`src/rtl/ctrl_pkg.sv`:
```
// Shared encodings for the multicycle RV32 controller: states, opcodes,
// datapath select codes and the instruction pre-decode used in DECODE.
package ctrl_pkg;

   typedef enum logic [4:0] {
      S_IDLE = 5'd0,
      S_FETCH_REQ,
      S_FETCH_WAIT,
      S_DECODE,
      S_EXEC_R,
      S_EXEC_I,
      S_ALU_WB,
      S_SHIFT_WB,
      S_ADDR_CALC,
      S_MEM_RD_REQ,
      S_MEM_RD_WAIT,
      S_LOAD_WB,
      S_MEM_WR_REQ,
      S_MEM_WR_WAIT,
      S_BRANCH,
      S_JAL,
      S_JALR_CALC,
      S_JALR_JUMP,
      S_LUI_WB,
      S_HALT,
      S_TRAP
   } state_e;

   localparam logic [6:0] OP_R     = 7'b0110011;
   localparam logic [6:0] OP_IMM   = 7'b0010011;
   localparam logic [6:0] OP_LOAD  = 7'b0000011;
   localparam logic [6:0] OP_STORE = 7'b0100011;
   localparam logic [6:0] OP_BR    = 7'b1100011;
   localparam logic [6:0] OP_JAL   = 7'b1101111;
   localparam logic [6:0] OP_JALR  = 7'b1100111;
   localparam logic [6:0] OP_LUI   = 7'b0110111;
   localparam logic [6:0] OP_SYS   = 7'b1110011;
   localparam logic [6:0] F7_BASE  = 7'b0000000;
   localparam logic [6:0] F7_ALT   = 7'b0100000;

   localparam logic [2:0] ALU_PASS = 3'd0;
   localparam logic [2:0] ALU_ADD  = 3'd1;
   localparam logic [2:0] ALU_SUB  = 3'd2;
   localparam logic [2:0] ALU_AND  = 3'd3;
   localparam logic [2:0] ALU_SLT  = 3'd7;

   localparam logic [2:0] WB_AOUT  = 3'd0;
   localparam logic [2:0] WB_MDR   = 3'd1;
   localparam logic [2:0] WB_IMM   = 3'd2;
   localparam logic [2:0] WB_SHIFT = 3'd3;
   localparam logic [2:0] WB_PC    = 3'd4;

   localparam logic [1:0] SRCA_PC   = 2'd0;
   localparam logic [1:0] SRCA_A    = 2'd1;
   localparam logic [1:0] SRCB_B    = 2'd0;
   localparam logic [1:0] SRCB_4    = 2'd1;
   localparam logic [1:0] SRCB_IMM  = 2'd2;
   localparam logic [1:0] SRCB_IMM1 = 2'd3;

   localparam logic [1:0] SH_SLL = 2'd0;
   localparam logic [1:0] SH_SRL = 2'd1;
   localparam logic [1:0] SH_SRA = 2'd2;

   localparam logic [1:0] PCS_ALU  = 2'd0;
   localparam logic [1:0] PCS_AOUT = 2'd1;
   localparam logic [1:0] PCS_JALR = 2'd2;

   localparam logic [1:0] TRAP_NONE = 2'd0;
   localparam logic [1:0] TRAP_ILL  = 2'd1;
   localparam logic [1:0] TRAP_TMO  = 2'd2;

   typedef struct packed {
      state_e     nxt;
      logic [2:0] fct;
      logic [1:0] sh;
      logic       st;
      logic       slt;
   } dec_t;

   function automatic dec_t decode(input logic [31:0] ir,
                                   input logic [31:0] nop);
      dec_t       d;
      logic [2:0] f3;
      logic [6:0] f7;
      f3    = ir[14:12];
      f7    = ir[31:25];
      d.nxt = S_TRAP;
      d.fct = ALU_ADD;
      d.sh  = SH_SLL;
      d.st  = 1'b0;
      d.slt = 1'b0;
      if (ir == nop) begin
         d.nxt = S_FETCH_REQ;
      end else begin
         unique case (ir[6:0])
            OP_R: begin
               if (f7 == F7_BASE && f3 == 3'b000) begin
                  d.nxt = S_EXEC_R;
               end else if (f7 == F7_BASE && f3 == 3'b010) begin
                  d.nxt = S_EXEC_R;
                  d.fct = ALU_SLT;
                  d.slt = 1'b1;
               end else if (f7 == F7_BASE && f3 == 3'b111) begin
                  d.nxt = S_EXEC_R;
                  d.fct = ALU_AND;
               end else if (f7 == F7_ALT && f3 == 3'b000) begin
                  d.nxt = S_EXEC_R;
                  d.fct = ALU_SUB;
               end
            end
            OP_IMM: begin
               if (f3 == 3'b000) begin
                  d.nxt = S_EXEC_I;
               end else if (f3 == 3'b010) begin
                  d.nxt = S_EXEC_I;
                  d.fct = ALU_SLT;
                  d.slt = 1'b1;
               end else if (f3 == 3'b001) begin
                  d.nxt = S_SHIFT_WB;
               end else if (f3 == 3'b101) begin
                  d.nxt = S_SHIFT_WB;
                  d.sh  = ir[30] ? SH_SRA : SH_SRL;
               end
            end
            OP_LOAD:  d.nxt = S_ADDR_CALC;
            OP_STORE: begin
               d.nxt = S_ADDR_CALC;
               d.st  = 1'b1;
            end
            OP_BR: begin
               if (f3[1] == 1'b0) d.nxt = S_BRANCH;
            end
            OP_JAL:  d.nxt = S_JAL;
            OP_JALR: begin
               if (f3 == 3'b000) d.nxt = S_JALR_CALC;
            end
            OP_LUI:  d.nxt = S_LUI_WB;
            OP_SYS:  d.nxt = S_HALT;
            default: d.nxt = S_TRAP;
         endcase
      end
      return d;
   endfunction

endpackage

```
`src/rtl/mem_wait_timer.sv`:
```
// Counts unready memory cycles from a request and flags a timeout
// on the cycle the count hits TIMEOUT_CYC-1 without ready (0 disables).
module mem_wait_timer #(
   parameter int unsigned TIMEOUT_CYC = 16
) (
   input  logic clk_i,
   input  logic rst_ni,
   input  logic start_i,
   input  logic busy_i,
   input  logic ready_i,
   output logic timeout_o
);

   localparam int unsigned CW =
      (TIMEOUT_CYC > 2) ? $clog2(TIMEOUT_CYC) : 1;
   localparam logic [CW-1:0] LIM =
      CW'((TIMEOUT_CYC == 0) ? 0 : TIMEOUT_CYC - 1);

   logic [CW-1:0] cnt_q, cnt_d, cnt;
   logic          act;

   // A fresh request always sees count zero, whatever was left over.
   assign cnt = start_i ? '0 : cnt_q;
   assign act = (start_i | busy_i) & ~ready_i;

   always_comb begin
      cnt_d = '0;
      if (act) cnt_d = (cnt == '1) ? cnt : cnt + CW'(1);
   end

   assign timeout_o = (TIMEOUT_CYC != 0) && act && (cnt == LIM);

   always_ff @(posedge clk_i or negedge rst_ni) begin
      if (!rst_ni) cnt_q <= '0;
      else         cnt_q <= cnt_d;
   end

endmodule

```
`src/rtl/multicycle_ctrl_fsm.sv`:
```
// Multicycle RV32 control FSM with handshaked memory and sticky traps.
// Define CTRL_PERF_CNT_EN to add the cyc_cnt/ret_cnt counters.
module multicycle_ctrl_fsm
   import ctrl_pkg::*;
#(
   parameter int unsigned TIMEOUT_CYC = 16,
   parameter logic [31:0] NOP_WORD    = 32'h00000013,
   parameter int unsigned STATE_W     = 5
) (
   input  logic               clk,
   input  logic               reset,
   input  logic [31:0]        instr,
   input  logic               mem_ready,
   input  logic               alu_zero,
   input  logic               alu_lt,
   output logic [STATE_W-1:0] state_out,
   output logic               mem_req,
   output logic               mem_we,
   output logic               ir_load,
   output logic               load_a,
   output logic               load_b,
   output logic               load_aout,
   output logic               load_mdr,
   output logic               reg_write,
   output logic [2:0]         wb_sel,
   output logic [1:0]         alu_src_a,
   output logic [1:0]         alu_src_b,
   output logic [2:0]         alu_fct,
   output logic [1:0]         shift,
   output logic               pc_write,
   output logic [1:0]         pc_src,
   output logic               halted,
   output logic [1:0]         trap_cause
`ifdef CTRL_PERF_CNT_EN
  ,output logic [31:0]        cyc_cnt,
   output logic [31:0]        ret_cnt
`endif
);

   state_e     state_q, state_d;
   logic [1:0] trap_q, trap_d;
   logic [2:0] fct_q;
   logic [1:0] sh_q;
   logic       st_q, slt_q, neg_q, lt_q;
   logic       req_st, wait_st, tmo;
   dec_t       dec;

   assign dec     = decode(instr, NOP_WORD);
   assign req_st  = (state_q == S_FETCH_REQ) || (state_q == S_MEM_RD_REQ) ||
                    (state_q == S_MEM_WR_REQ);
   assign wait_st = (state_q == S_FETCH_WAIT) || (state_q == S_MEM_RD_WAIT) ||
                    (state_q == S_MEM_WR_WAIT);

   mem_wait_timer #(.TIMEOUT_CYC(TIMEOUT_CYC)) u_tmr (
      .clk_i    (clk),
      .rst_ni   (reset),
      .start_i  (req_st),
      .busy_i   (wait_st),
      .ready_i  (mem_ready),
      .timeout_o(tmo)
   );

   always_comb begin
      state_d = state_q;
      trap_d  = trap_q;
      unique case (state_q)
         S_IDLE: state_d = S_FETCH_REQ;
         S_FETCH_REQ, S_FETCH_WAIT:
            state_d = mem_ready ? S_DECODE : (tmo ? S_TRAP : S_FETCH_WAIT);
         S_DECODE: state_d = dec.nxt;
         S_EXEC_R, S_EXEC_I: state_d = slt_q ? S_FETCH_REQ : S_ALU_WB;
         S_ADDR_CALC: state_d = st_q ? S_MEM_WR_REQ : S_MEM_RD_REQ;
         S_MEM_RD_REQ, S_MEM_RD_WAIT:
            state_d = mem_ready ? S_LOAD_WB : (tmo ? S_TRAP : S_MEM_RD_WAIT);
         S_MEM_WR_REQ, S_MEM_WR_WAIT:
            state_d = mem_ready ? S_FETCH_REQ : (tmo ? S_TRAP : S_MEM_WR_WAIT);
         S_JALR_CALC: state_d = S_JALR_JUMP;
         S_HALT, S_TRAP: state_d = state_q;
         default: state_d = S_FETCH_REQ;
      endcase
      if (state_d == S_TRAP && state_q != S_TRAP)
         trap_d = (state_q == S_DECODE) ? TRAP_ILL : TRAP_TMO;
   end

   always_ff @(posedge clk or negedge reset) begin
      if (!reset) begin
         state_q <= S_IDLE;
         trap_q  <= TRAP_NONE;
         fct_q   <= ALU_PASS;
         sh_q    <= SH_SLL;
         st_q    <= 1'b0;
         slt_q   <= 1'b0;
         neg_q   <= 1'b0;
         lt_q    <= 1'b0;
      end else begin
         state_q <= state_d;
         trap_q  <= trap_d;
         if (state_q == S_DECODE) begin
            fct_q <= dec.fct;
            sh_q  <= dec.sh;
            st_q  <= dec.st;
            slt_q <= dec.slt;
            neg_q <= instr[12];
            lt_q  <= instr[14];
         end
      end
   end

   always_comb begin
      mem_req   = 1'b0;
      mem_we    = 1'b0;
      ir_load   = 1'b0;
      load_a    = 1'b0;
      load_b    = 1'b0;
      load_aout = 1'b0;
      load_mdr  = 1'b0;
      reg_write = 1'b0;
      wb_sel    = WB_AOUT;
      alu_src_a = SRCA_PC;
      alu_src_b = SRCB_B;
      alu_fct   = ALU_PASS;
      shift     = SH_SLL;
      pc_write  = 1'b0;
      pc_src    = PCS_ALU;
      halted    = 1'b0;
      unique case (state_q)
         S_FETCH_REQ, S_FETCH_WAIT: begin
            mem_req   = 1'b1;
            ir_load   = mem_ready;
            pc_write  = mem_ready;
            alu_src_b = SRCB_4;
            alu_fct   = ALU_ADD;
         end
         S_DECODE: begin
            load_a    = 1'b1;
            load_b    = 1'b1;
            load_aout = 1'b1;
            alu_src_b = SRCB_IMM1;
            alu_fct   = ALU_ADD;
         end
         S_EXEC_R, S_EXEC_I: begin
            alu_src_a = SRCA_A;
            alu_src_b = (state_q == S_EXEC_I) ? SRCB_IMM : SRCB_B;
            alu_fct   = fct_q;
            load_aout = 1'b1;
            reg_write = slt_q;
            wb_sel    = slt_q ? WB_IMM : WB_AOUT;
         end
         S_ALU_WB: reg_write = 1'b1;
         S_SHIFT_WB: begin
            reg_write = 1'b1;
            wb_sel    = WB_SHIFT;
            shift     = sh_q;
         end
         S_ADDR_CALC, S_JALR_CALC: begin
            alu_src_a = SRCA_A;
            alu_src_b = SRCB_IMM;
            alu_fct   = ALU_ADD;
            load_aout = 1'b1;
         end
         S_MEM_RD_REQ, S_MEM_RD_WAIT: begin
            mem_req  = 1'b1;
            load_mdr = mem_ready;
         end
         S_LOAD_WB: begin
            reg_write = 1'b1;
            wb_sel    = WB_MDR;
         end
         S_MEM_WR_REQ, S_MEM_WR_WAIT: begin
            mem_req = 1'b1;
            mem_we  = 1'b1;
         end
         S_BRANCH: begin
            alu_src_a = SRCA_A;
            alu_fct   = lt_q ? ALU_SLT : ALU_SUB;
            pc_src    = PCS_AOUT;
            pc_write  = (lt_q ? alu_lt : alu_zero) ^ neg_q;
         end
         S_JAL, S_JALR_JUMP: begin
            reg_write = 1'b1;
            wb_sel    = WB_PC;
            pc_write  = 1'b1;
            pc_src    = (state_q == S_JAL) ? PCS_AOUT : PCS_JALR;
         end
         S_LUI_WB: begin
            reg_write = 1'b1;
            wb_sel    = WB_IMM;
         end
         S_HALT: halted = 1'b1;
         default: ;
      endcase
   end

   assign state_out  = STATE_W'(state_q);
   assign trap_cause = trap_q;

`ifdef CTRL_PERF_CNT_EN
   logic [31:0] cyc_q, ret_q;

   always_ff @(posedge clk or negedge reset) begin
      if (!reset) begin
         cyc_q <= '0;
         ret_q <= '0;
      end else begin
         if (state_q != S_HALT && state_q != S_TRAP) cyc_q <= cyc_q + 32'd1;
         if (state_d == S_FETCH_REQ && state_q != S_IDLE &&
             state_q != S_FETCH_REQ) ret_q <= ret_q + 32'd1;
      end
   end

   assign cyc_cnt = cyc_q;
   assign ret_cnt = ret_q;
`endif

endmodule
```
`config.mk`:
```
export PLATFORM = sky130hd
export DESIGN_NAME = multicycle_ctrl_fsm
export DESIGN_NICKNAME = d
export VERILOG_FILES = /design/src/rtl/ctrl_pkg.sv /design/src/rtl/mem_wait_timer.sv /design/src/rtl/multicycle_ctrl_fsm.sv
export SDC_FILE = /design/constraint.sdc
export NUM_CORES = 1
export LEC_CHECK = 0
export BUFFER_PORTS_ARGS = -buffer_cell sky130_fd_sc_hd__buf_2
export CAP_MARGIN = 0
export CORE_MARGIN = 2
export CORE_UTILIZATION = 32
export CTS_BUF_LIST = sky130_fd_sc_hd__clkbuf_4 sky130_fd_sc_hd__clkbuf_8
export CTS_CLUSTER_DIAMETER = 80
export DETAILED_ROUTE_END_ITERATION = 8
export GPL_ROUTABILITY_DRIVEN = 0
export SLEW_MARGIN = 20
export SYNTH_ARGS = -nofsm -noshare
export SYNTH_HDL_FRONTEND = slang
export SYNTH_SLANG_ARGS = --single-unit
```
`constraint.sdc`:
```
create_clock -name clk -period 5.56 [get_ports clk]
set_input_delay 0.556 -clock clk [delete_from_list [all_inputs] [get_ports clk]]
set_output_delay 0.556 -clock clk [all_outputs]
set_load 0.02 [all_outputs]
```
==> flow_metrics.py, run 1 <==
metrics = {
    "sta": {
        "grt_setup_unrepaired": "false",
        "final.min_clock_period_ns": 3.42,
        "hold_viol": 0,
        "setup-tns-final_ns": 0,
        "postLayoutSetupSlackWorst_ns": 2.14,
        "timing_worst_slew_pin_value_ns": 0.970,
        "clock-skew-final_ns": 0.00170,
        "clock.fmax_mhz": 293,
        "finalSetupViolCount": 0,
        "number_of_max_slew_violations_in_the_final_report": 0,
        "post-route-period-util_pct": 61.5,
        "timing.slew.headroom_pct": 35.3,
    },
    "grt": {
        "first_pass_grt_wire_length_mm": 9.44,
        "grt_pass1_vias": 1983,
        "globalRouteOverflowTotal": 0,
        "grt_max_degree": 36,
        "track_usage_pct": 17.7,
        "grt_antenna_before_repair": 0,
    },
    "power": {
        "peakVddDrop_mv": 0.151,
        "post-layout-total-power_mw": 0.930,
        "pwr_density_cell_nw_per_um2": 394,
        "power.leakage_nw": 1.06,
    },
    "placed_design": {
        "detailed_place.area_um2": 2310,
        "hpwl_mm": 4.54,
        "dp_worst_setup_slack_ns": 2.20,
        "placement.io_buffers": 66,
    },
    "worst_setup_path": {
        "critical_path_class": "reg2reg",
        "max_stage_delay_ns": 0.75,
        "launch_point_of_the_critical_path": "state_out[0]",
        "crit_path_cell_trace": "inv_1, mux2i_1, nand2_1, and2_1, ha_1, nand3_1, a211oi_4, nor2b_1, a211o_1, nor4_1, a32o_1",
        "critPathSlowestCell": "dfrtp_1",
        "worstSetupStartpointType": "register",
        "r2r_start": "state_out[0]",
        "worst-endpoint-arrival_ns": 3.61,
        "critical_path_buf_inv_count": 1,
        "end_kind": "register",
        "critPathMaxFanout": 21,
        "critical-path-top-delay-family": "simple AND/OR/NAND/NOR gates",
        "reg2reg_setup_slack_ns": 2.14,
        "required_ns": 5.75,
    },
    "cells_and_area": {
        "proportion_of_layout_cells_with_a_drive_suffix_above_1_pct": 24.4,
        "commonest_cells_after_routing_fill_and_taps_aside": "buf_2 (66), nor2_1 (30), nand2_1 (29)",
        "antenna-diode-count": 0,
        "final_core_utilization_pct": 39.8,
        "layout_commonest_cell": "buf_2",
        "layout.nets": 359,
        "postLayoutCellArea_um2": 2360,
        "synthToLayoutAreaGrowth_pct": 19.6,
    },
    "clocking": {
        "postCtsHoldBufs": 0,
        "numCtsBuffers": 3,
        "insertion_delay_ns": 0.25,
        "cts_repair_resize_count": 0,
        "cts-root-buf": "clkbuf_8",
        "number_of_buffers_between_clock_root_and_the_deepest_sink": 2,
        "cts-htree-levels": 1,
        "cts_sinks": 19,
        "cts_setup_buffers": 0,
        "clk_pin_slew_worst_paths_ns": 0.07,
        "cts_tree": "built",
    },
    "logic_synthesis": {
        "cell_variety_after_synth": 67,
        "synth-xor-area-share_pct": 2.67,
        "ys_dominant_reg_cell": "dfrtp_1",
        "syn-mean-instance-area_um2": 7.27,
        "yosysSeqAreaShare_pct": 24.1,
        "largest_family_of_logic_cells_by_synthesized_area": "simple AND/OR/NAND/NOR gates",
        "synth.net_count": 309,
        "yosysWarningCount": 0,
        "yosys_register_bits": 19,
        "synth_cells": 271,
        "yosys.area_share.simple_pct": 37.7,
        "synth-edff-count": 0,
        "synth.mux.area_fraction_pct": 2.67,
        "synth_async_sr_flop_share_pct": 100,
        "synth-compound-area-share_pct": 26.2,
        "synth.cell_area_um2": 1970,
        "synth-adder-area-share_pct": 0.635,
    },
    "die": {
        "placementRows": 28,
        "io_pins": 68,
        "initial_core_util_pct": 33.3,
        "horiz_die_dim_um": 82.5,
        "chipHeight_um": 82.5,
        "die_area_um2": 6800,
        "coreArea_um2": 5920,
    },
    "run_status": {
        "outcome": "finished clean",
    },
    "routing": {
        "drt_pass1_iterations": 4,
        "drt_drc_violations_left": 0,
        "wire_per_inst_um": 14.9,
        "dr_total_vias": 2194,
        "final_antenna_net_count": 0,
        "post_drt_via_cell_ratio": 5.55,
        "detailed_route_iter0_violations": 105,
        "routed_wl_mm": 5.87,
    },
    "flow_run": {
        "max-cap-violations": 0,
    },
    "min_path": {
        "timing.hold.worst.class": "in2async",
    },
}
[metrics by stage]
stage                     std cells  hold slack [ns]
after detailed placement        391            0.474
final                           395            0.235
after CTS                       395            0.249
after global placement          391            0.473
after floorplan                 271            0.260
after global routing            395            0.264
[power breakdown]
| group | leakage [nW] | total [mW] | internal, mW | switching (mW) |
|---|---|---|---|---|
| combinational | 0.786 | 0.558 | 0.213 | 0.345 |
| clock | 0.0262 | 0.0966 | 0.0556 | 0.0410 |
| sequential | 0.247 | 0.275 | 0.170 | 0.105 |
| total | 1.06 | 0.930 | 0.439 | 0.491 |
[kinds of logic (layout without fill, tap and decap cells)]
kind of cell,after synthesis,in the layout
xor gates and xnor gates,6,6
buffers and inverters,29,78
other,1,1
muxes,5,5
adders and majority gates,1,1
and+or+nand+nor,138,138
DFF,19,19
AOI/OAI and AO/OA,72,72
[worst paths after layout]
path	end	cells past startpoint
min reg2reg	sh_q[0]	2
max	trap_cause[0]	11
min in group clk	sh_q[0]	2
max reg2reg	trap_cause[0]	11
min	neg_q	1
max in group asynchronous	state_out[3]	1
[flip-flops by register name, indices dropped and copies added, names as in the netlist]
signal / count
trap_cause: 2
state_out: 5
neg_q: 1
st_q: 1
fct_q: 3
u_tmr.cnt_q: 4
lt_q: 1
sh_q: 2
[synth_stat cells, types with 2 or more instances]
cell	number	area, µm²
nand2b_1	3	18.8
o41ai_1	2	17.5
nor4b_1	4	35.0
o21ai_1	4	20.0
a22oi_1	3	22.5
nor4_1	10	62.6
xnor2_1	5	43.8
or3b_1	2	17.5
nand4b_1	2	17.5
a21boi_0	2	15.0
mux2i_1	3	30.0
and3_1	3	18.8
a21oi_1	13	65.1
o21ai_0	10	50.1
a2111oi_0	2	17.5
nand2_1	29	109
o22ai_1	3	18.8
nor3b_1	3	22.5
and2_1	5	31.3
buf_4	2	15.0
a211o_1	3	26.3
nor2b_1	5	31.3
buf_1	4	15.0
a22o_1	4	35.0
and3b_1	2	17.5
nand3_1	9	45.0
a211oi_1	3	22.5
a31oi_1	3	18.8
inv_2	3	11.3
nor3_1	16	80.1
inv_1	5	18.8
or2_1	3	18.8
nand3b_1	2	15.0
dfrtp_1	19	475
o21a_1	2	15.0
clkbuf_1	15	56.3
nor2_1	30	113
or3_1	2	12.5
a21o_1	3	22.5
[area by class of cell]
cell class | count | area (µm²)
multi-input combinational | 223 | 1380
clock buffer | 4 | 48.8
timing repair buffer | 66 | 330
fill | 631 | 3560
tap | 75 | 93.8
inverter | 8 | 30.0
sequential | 19 | 475
[metal layers]
layer,share of wire (%),track usage (%)
met5,0,0
met4,1.5,4.83
met3,6.9,2.17
met2,46,29.0
met1,45,24.3
(Power assumes the default switching activity.)
==> run 2: changes to the inputs <==
clock period = 3.3 ns   (was 5.56 ns; I/O delays follow)
==> run 2 against run 1 <==
Effect of this change:
- cell count up 1.5%
- clock skew up 0.0044 ns
- sequential share of layout area down 0.36 points
- utilization up 0.72 points
- fmax up 21%
- first-iteration DRC count up 76%
- register-to-register slack worse by 1.7 ns
- sequential cell count unchanged
- combinational power up 100%
- largest cell class unchanged
==> flow_metrics.py, run 2 (synthesis gave the netlist of run 1 again) <==
metrics = {
    "run_status": {
        "outcome": "finished clean",
    },
    "clocking": {
        "number_of_buffers_between_clock_root_and_the_deepest_sink": 2,
        "cts-htree-levels": 1,
        "cts-root-buf": "clkbuf_8",
        "cts_setup_buffers": 0,
        "cts_repair_resize_count": 0,
        "cts_sinks": 19,
        "cts_tree": "built",
        "clk_pin_slew_worst_paths_ns": 0.07,
        "insertion_delay_ns": 0.26,
        "postCtsHoldBufs": 0,
        "numCtsBuffers": 3,
    },
    "cells_and_area": {
        "layout.nets": 365,
        "antenna-diode-count": 0,
        "largest_register_ff_count": 5,
        "multiInputGateArea_um2": 1380,
        "layout.filler_cells": 629,
        "postLayoutCellArea_um2": 2400,
        "proportion_of_layout_cells_with_a_drive_suffix_above_1_pct": 25.8,
        "layout_commonest_cell": "buf_2",
        "commonest_cells_after_routing_fill_and_taps_aside": "buf_2 (66), nor2_1 (30), nand2_1 (29)",
        "synthToLayoutAreaGrowth_pct": 21.8,
        "seq_area_um2": 475,
    },
    "sta": {
        "clock.fmax_mhz": 354,
        "finalSetupViolCount": 0,
        "timing_worst_slew_pin_value_ns": 0.792,
        "clock-skew-final_ns": 0.00615,
        "hold_viol": 0,
        "number_of_max_slew_violations_in_the_final_report": 0,
        "setup-tns-final_ns": 0,
        "final.min_clock_period_ns": 2.82,
        "timing.slew.headroom_pct": 46.7,
        "post-route-period-util_pct": 85.5,
        "grt_setup_unrepaired": "false",
    },
    "die": {
        "initial_core_util_pct": 33.3,
        "placementRows": 28,
        "chipHeight_um": 82.5,
        "coreArea_um2": 5920,
        "horiz_die_dim_um": 82.5,
        "die_area_um2": 6800,
        "io_pins": 68,
    },
    "power": {
        "switching_share_pct": 52.4,
        "netSwitchingPower_mw": 0.842,
        "power.combinational.fraction_pct": 69.6,
        "peakVddDrop_mv": 0.259,
        "cellInternalPower_mw": 0.765,
        "power_frac_clock_pct": 9.9,
        "power.leakage_nw": 1.09,
        "share_seq_of_total_power_pct": 20.5,
        "pwr_density_cell_nw_per_um2": 670,
    },
    "worst_setup_path": {
        "r2r_start": "state_out[0]",
        "end_kind": "register",
        "worst-endpoint-arrival_ns": 3.02,
        "critPathMaxFanout": 6,
        "critical_path_class": "reg2reg",
        "ff2ff_path_depth": 11,
        "required_ns": 3.50,
        "launch_point_of_the_critical_path": "state_out[0]",
        "worstSetupStartpointType": "register",
    },
    "placed_design": {
        "detailed_place.area_um2": 2350,
        "placement.io_buffers": 66,
        "hpwl_mm": 4.53,
    },
    "routing": {
        "drt_drc_violations_left": 0,
        "detailed_route_iter0_violations": 185,
        "routed_wl_mm": 5.88,
        "wire_per_inst_um": 14.7,
        "post_drt_via_cell_ratio": 5.59,
        "final_antenna_net_count": 0,
        "drt_pass1_iterations": 4,
        "dr_total_vias": 2241,
    },
    "grt": {
        "grt_antenna_before_repair": 0,
        "grt_max_degree": 34,
        "grt_pass1_vias": 2004,
        "track_usage_pct": 17.6,
        "first_pass_grt_wire_length_mm": 9.55,
        "globalRouteOverflowTotal": 0,
    },
    "min_path": {
        "timing.hold.worst.class": "in2async",
    },
    "flow_run": {
        "max-cap-violations": 0,
    },
}
-- run 2: layout make-up --
| cell class | count | share of cell area [%] |
|---|---|---|
| clock buffers | 3 | 1.72 |
| repair buffers | 72 | 15.6 |
| clock inverters | 1 | 0.209 |
| inverters | 8 | 1.25 |
| well taps | 75 | 3.91 |
| flip-flops and latches | 19 | 19.8 |
| multi-input cells | 223 | 57.5 |
-- run 2: final timing paths --
kind                                  to  slack, ns
setup reg to reg           trap_cause[0]       0.48
max in group asynchronous       fct_q[2]       3.00
setup / recovery           trap_cause[0]       0.48
hold reg to reg                  sh_q[1]       0.48
min in group clk                    lt_q       0.35
hold / removal              state_out[0]      0.005
-- run 2: per-stage QoR --
stage	utilization (%)	std cells	worst slack (ns)	total power, mW	hold WS (ns)
after floorplan	-	271	0.213	1.13	0.0344
after global placement	39.8	397	0.620	1.45	0.303
after detailed placement	39.8	397	0.498	1.45	0.304
after CTS	40.5	401	0.475	1.61	0.0194
after global routing	40.5	401	0.157	1.75	0.0425
final	40.5	401	0.477	1.61	0.00503
-- run 2: routing by layer --
layer | global-route usage [%] | part of all wire, % | vias to the layer above
met4 | 3.33 | 0.80 | 0
met2 | 30.2 | 46 | 83
met5 | 0 | 0 | -
met1 | 24.6 | 47 | 1036
met3 | 1.09 | 6.3 | 4
li1 | - | - | 1118
-- run 2: power groups by stage --
stage | clock (mW) | combinational (mW) | sequential [mW]
4_1_cts | 0.162 | 1.12 | 0.329
3_3_place_gp | 0 | 1.12 | 0.333
3_5_place_dp | 0 | 1.12 | 0.334
2_1_floorplan | 0 | 0.757 | 0.371
5_1_grt | 0.173 | 1.24 | 0.337
6_report | 0.159 | 1.12 | 0.329
-- run 2: worst max-delay path, stage by stage (launching register included) --
cell and delay [ns]:
dfrtp_1 0.39, inv_1 0.17, mux2i_1 0.12, nand2_1 0.16, and2_1 0.15, ha_1 0.19, nand3_1 0.21, a211oi_4 0.39
nor2b_1 0.09, a211o_1 0.30, nor4_1 0.36, a32o_1 0.22
==> run 3: changes to the inputs <==
CTS_BUF_LIST = sky130_fd_sc_hd__clkbuf_4   (was sky130_fd_sc_hd__clkbuf_4 sky130_fd_sc_hd__clkbuf_8)
MAX_ROUTING_LAYER = met4   (was default)
SYNTH_HIERARCHICAL = 1   (was default)
==> run 3 against run 2 <==
Effect of this change:
- routed wire length down 1.5%
- die area is 1.1% lower
- largest cell class unchanged
- sequential share of layout area hardly changed
- cell area up 0.68%
- clock skew down 0.0052 ns
- critical endpoint unchanged
- worst setup slack worse by 0.24 ns
- clock power decreased by 22%
- global-route usage increased by 0.37 points
- synthesized area decreased by 1.2%
- critical path depth up 2
- highest routed layer unchanged
==> flow_metrics.py, run 3 <==
metrics = {
    "run_status": {
        "outcome": "finished clean",
    },
    "logic_synthesis": {
        "synth-edff-count": 0,
        "syn-mean-instance-area_um2": 7.05,
        "synth_async_sr_flop_share_pct": 100,
        "synth.cell_area_um2": 1950,
        "yosys_register_bits": 19,
        "synth_top_area_share_pct": 24.4,
        "synth_cells": 276,
        "yosysMostFrequentCell": "nand2_1",
        "ys_dominant_reg_cell": "dfrtp_1",
        "cell_variety_after_synth": 58,
        "yosysSeqAreaShare_pct": 24.4,
        "yosysWarningCount": 6,
        "synth.net_count": 314,
        "cell_taking_the_most_area_after_synthesis": "dfrtp_1",
        "post_synth_most_frequent_cells": "nand2_1 (35), nor2_1 (30), dfrtp_1 (19)",
        "synth.area.top_cells": "dfrtp_1 (24%), nand2_1 (6.7%), nor2_1 (5.8%), nand2b_1 (4.8%), o21ai_0 (4.6%)",
    },
    "cells_and_area": {
        "layout.nets": 376,
        "commonest_cells_after_routing_fill_and_taps_aside": "buf_2 (66), nand2_1 (35), nor2_1 (29)",
        "synthToLayoutAreaGrowth_pct": 24.1,
        "antenna-diode-count": 0,
        "finish.cell_count_without_fillers": 412,
        "largest_register_ff_count": 5,
        "final_core_utilization_pct": 41.1,
        "postLayoutCellArea_um2": 2420,
        "layout_commonest_cell": "buf_2",
        "proportion_of_layout_cells_with_a_drive_suffix_above_1_pct": 30.0,
    },
    "worst_setup_path": {
        "worst-endpoint-arrival_ns": 3.25,
        "critical_path_class": "reg2reg",
        "launch_point_of_the_critical_path": "state_out[0]",
        "end_kind": "register",
        "crit_end": "trap_cause[0]",
        "reg2reg_to": "trap_cause[0]",
        "worstSetupStartpointType": "register",
        "required_ns": 3.49,
        "r2r_start": "state_out[0]",
        "critPathMaxFanout": 18,
        "reg2reg_setup_slack_ns": 0.24,
        "ff2ff_path_depth": 13,
    },
    "power": {
        "share_seq_of_total_power_pct": 21.1,
        "pwr_density_cell_nw_per_um2": 700,
        "netSwitchingPower_mw": 0.889,
        "cellInternalPower_mw": 0.802,
        "switching_share_pct": 52.6,
        "power.leakage_nw": 1.06,
        "power_frac_clock_pct": 7.4,
        "peakVddDrop_mv": 0.289,
        "power.combinational.fraction_pct": 71.5,
    },
    "grt": {
        "globalRouteOverflowTotal": 0,
        "track_usage_pct": 18.0,
        "first_pass_grt_wire_length_mm": 9.27,
        "grt_pass1_vias": 1963,
        "grt_max_degree": 30,
        "grt_antenna_before_repair": 0,
    },
    "die": {
        "die_area_um2": 6720,
        "io_pins": 68,
        "horiz_die_dim_um": 82,
        "initial_core_util_pct": 33.1,
        "chipHeight_um": 82,
        "placementRows": 28,
        "coreArea_um2": 5890,
    },
    "sta": {
        "finalSetupViolCount": 0,
        "final.min_clock_period_ns": 3.06,
        "clock.fmax_mhz": 327,
        "number_of_max_slew_violations_in_the_final_report": 0,
        "grt_setup_unrepaired": "false",
        "clock-skew-final_ns": 0.000964,
        "post-route-period-util_pct": 92.7,
        "hold_viol": 0,
        "setup-tns-final_ns": 0,
    },
    "clocking": {
        "cts_tree": "built",
        "insertion_delay_ns": 0.30,
        "cts-root-buf": "clkbuf_4",
        "number_of_buffers_between_clock_root_and_the_deepest_sink": 2,
        "cts-htree-levels": 1,
        "numCtsBuffers": 3,
        "clk_pin_slew_worst_paths_ns": 0.10,
        "cts_sinks": 19,
    },
    "min_path": {
        "min_from": "instr[30]",
        "timing.hold.worst.class": "in2reg",
    },
    "flow_run": {
        "max-cap-violations": 0,
    },
    "placed_design": {
        "placed_cells_incl_taps": 407,
        "placement.io_buffers": 66,
        "detailed_place.area_um2": 2370,
        "hpwl_mm": 4.59,
    },
    "routing": {
        "drt_drc_violations_left": 0,
        "routed_wl_mm": 5.79,
        "post_drt_via_cell_ratio": 5.34,
        "final_antenna_net_count": 0,
        "dr_total_vias": 2202,
        "drt_pass1_iterations": 4,
        "wire_per_inst_um": 14.0,
        "detailed_route_iter0_violations": 182,
    },
}
[run 3: worst min-delay path by stage]
| stage | slack (ns) | depth (start not counted) | endpoint |
|---|---|---|---|
| 2_1_floorplan | 0.03 | 0 | fct_q[0] |
| 3_3_place_gp | 0.29 | 1 | u_tmr/cnt_q[0] |
| 5_1_grt | 0.27 | 2 | sh_q[0] |
| 3_5_place_dp | 0.29 | 1 | u_tmr/cnt_q[1] |
| 6_report | 0.26 | 2 | sh_q[0] |
| 4_1_cts | 0.25 | 2 | sh_q[0] |
[run 3: final cells by class]
type                    count  area, µm²
fillers                   612       3470
multi-input cells         226       1350
flip-flops and latches     19        478
repair buffers             80        438
well taps                  75       93.8
clock buffers               4       30.0
inverters                   8       30.0
[run 3: timing repair]
item | in CTS | in global routing
endpoints found under the setup margin | 0 | 1
buffers inserted | 0 | 0
hold buffers | 1 | 0
hold endpoints to repair | 19 | 0
resized for setup | 0 | 3
[run 3: through the flow]
step           setup WS (ns)  hold slack [ns]  total power [mW]
2_1_floorplan         0.0111           0.0344              1.19
3_3_place_gp           0.276            0.287              1.56
3_5_place_dp           0.226            0.290              1.56
4_1_cts                0.220            0.250              1.69
5_1_grt               0.0318            0.273              1.84
6_report               0.241            0.258              1.69
[run 3: worst max-delay path: stages, from the launching register on]
cell and delay (ns):
dfrtp_2 0.42, buf_4 0.20, nor2_1 0.25, nand2_1 0.11, a21oi_1 0.21, nand3_1 0.14, nor2_2 0.15, nand2b_1 0.11
o31a_1 0.25, o21a_1 0.18, nor3_2 0.21, nand3_1 0.09, and4bb_4 0.35, mux2_4 0.29
[run 3: power by group through the flow]
| stage | Clock (mW) | Combinational (mW) | Sequential (mW) |
|---|---|---|---|
| floorplan | 0 | 0.805 | 0.385 |
| global placement | 0 | 1.20 | 0.360 |
| detailed placement | 0 | 1.20 | 0.361 |
| CTS | 0.130 | 1.20 | 0.356 |
| global route | 0.140 | 1.34 | 0.368 |
| finish | 0.124 | 1.21 | 0.357 |
[run 3: cells by family (layout without fill, tap and decap cells)]
logic type / count (synthesis) / in the layout / share of synthesized area, %
AOI/OAI and AO/OA: 75 / 75 / 25.9
adders and majority gates: 1 / 1 / 0.643
buffers and inverters: 31 / 92 / 6.94
muxes: 4 / 4 / 2.31
other: 1 / 1 / 0.193
xor gates and xnor gates: 2 / 2 / 0.900
and+or+nand+nor: 143 / 143 / 38.7
DFF: 19 / 19 / 24.4
[run 3: layer usage]
layer	track usage [%]	routed length, µm
met2	28.6	2700
met4	4.67	59
met1	24.5	2690
met5	-	0
met3	1.87	345
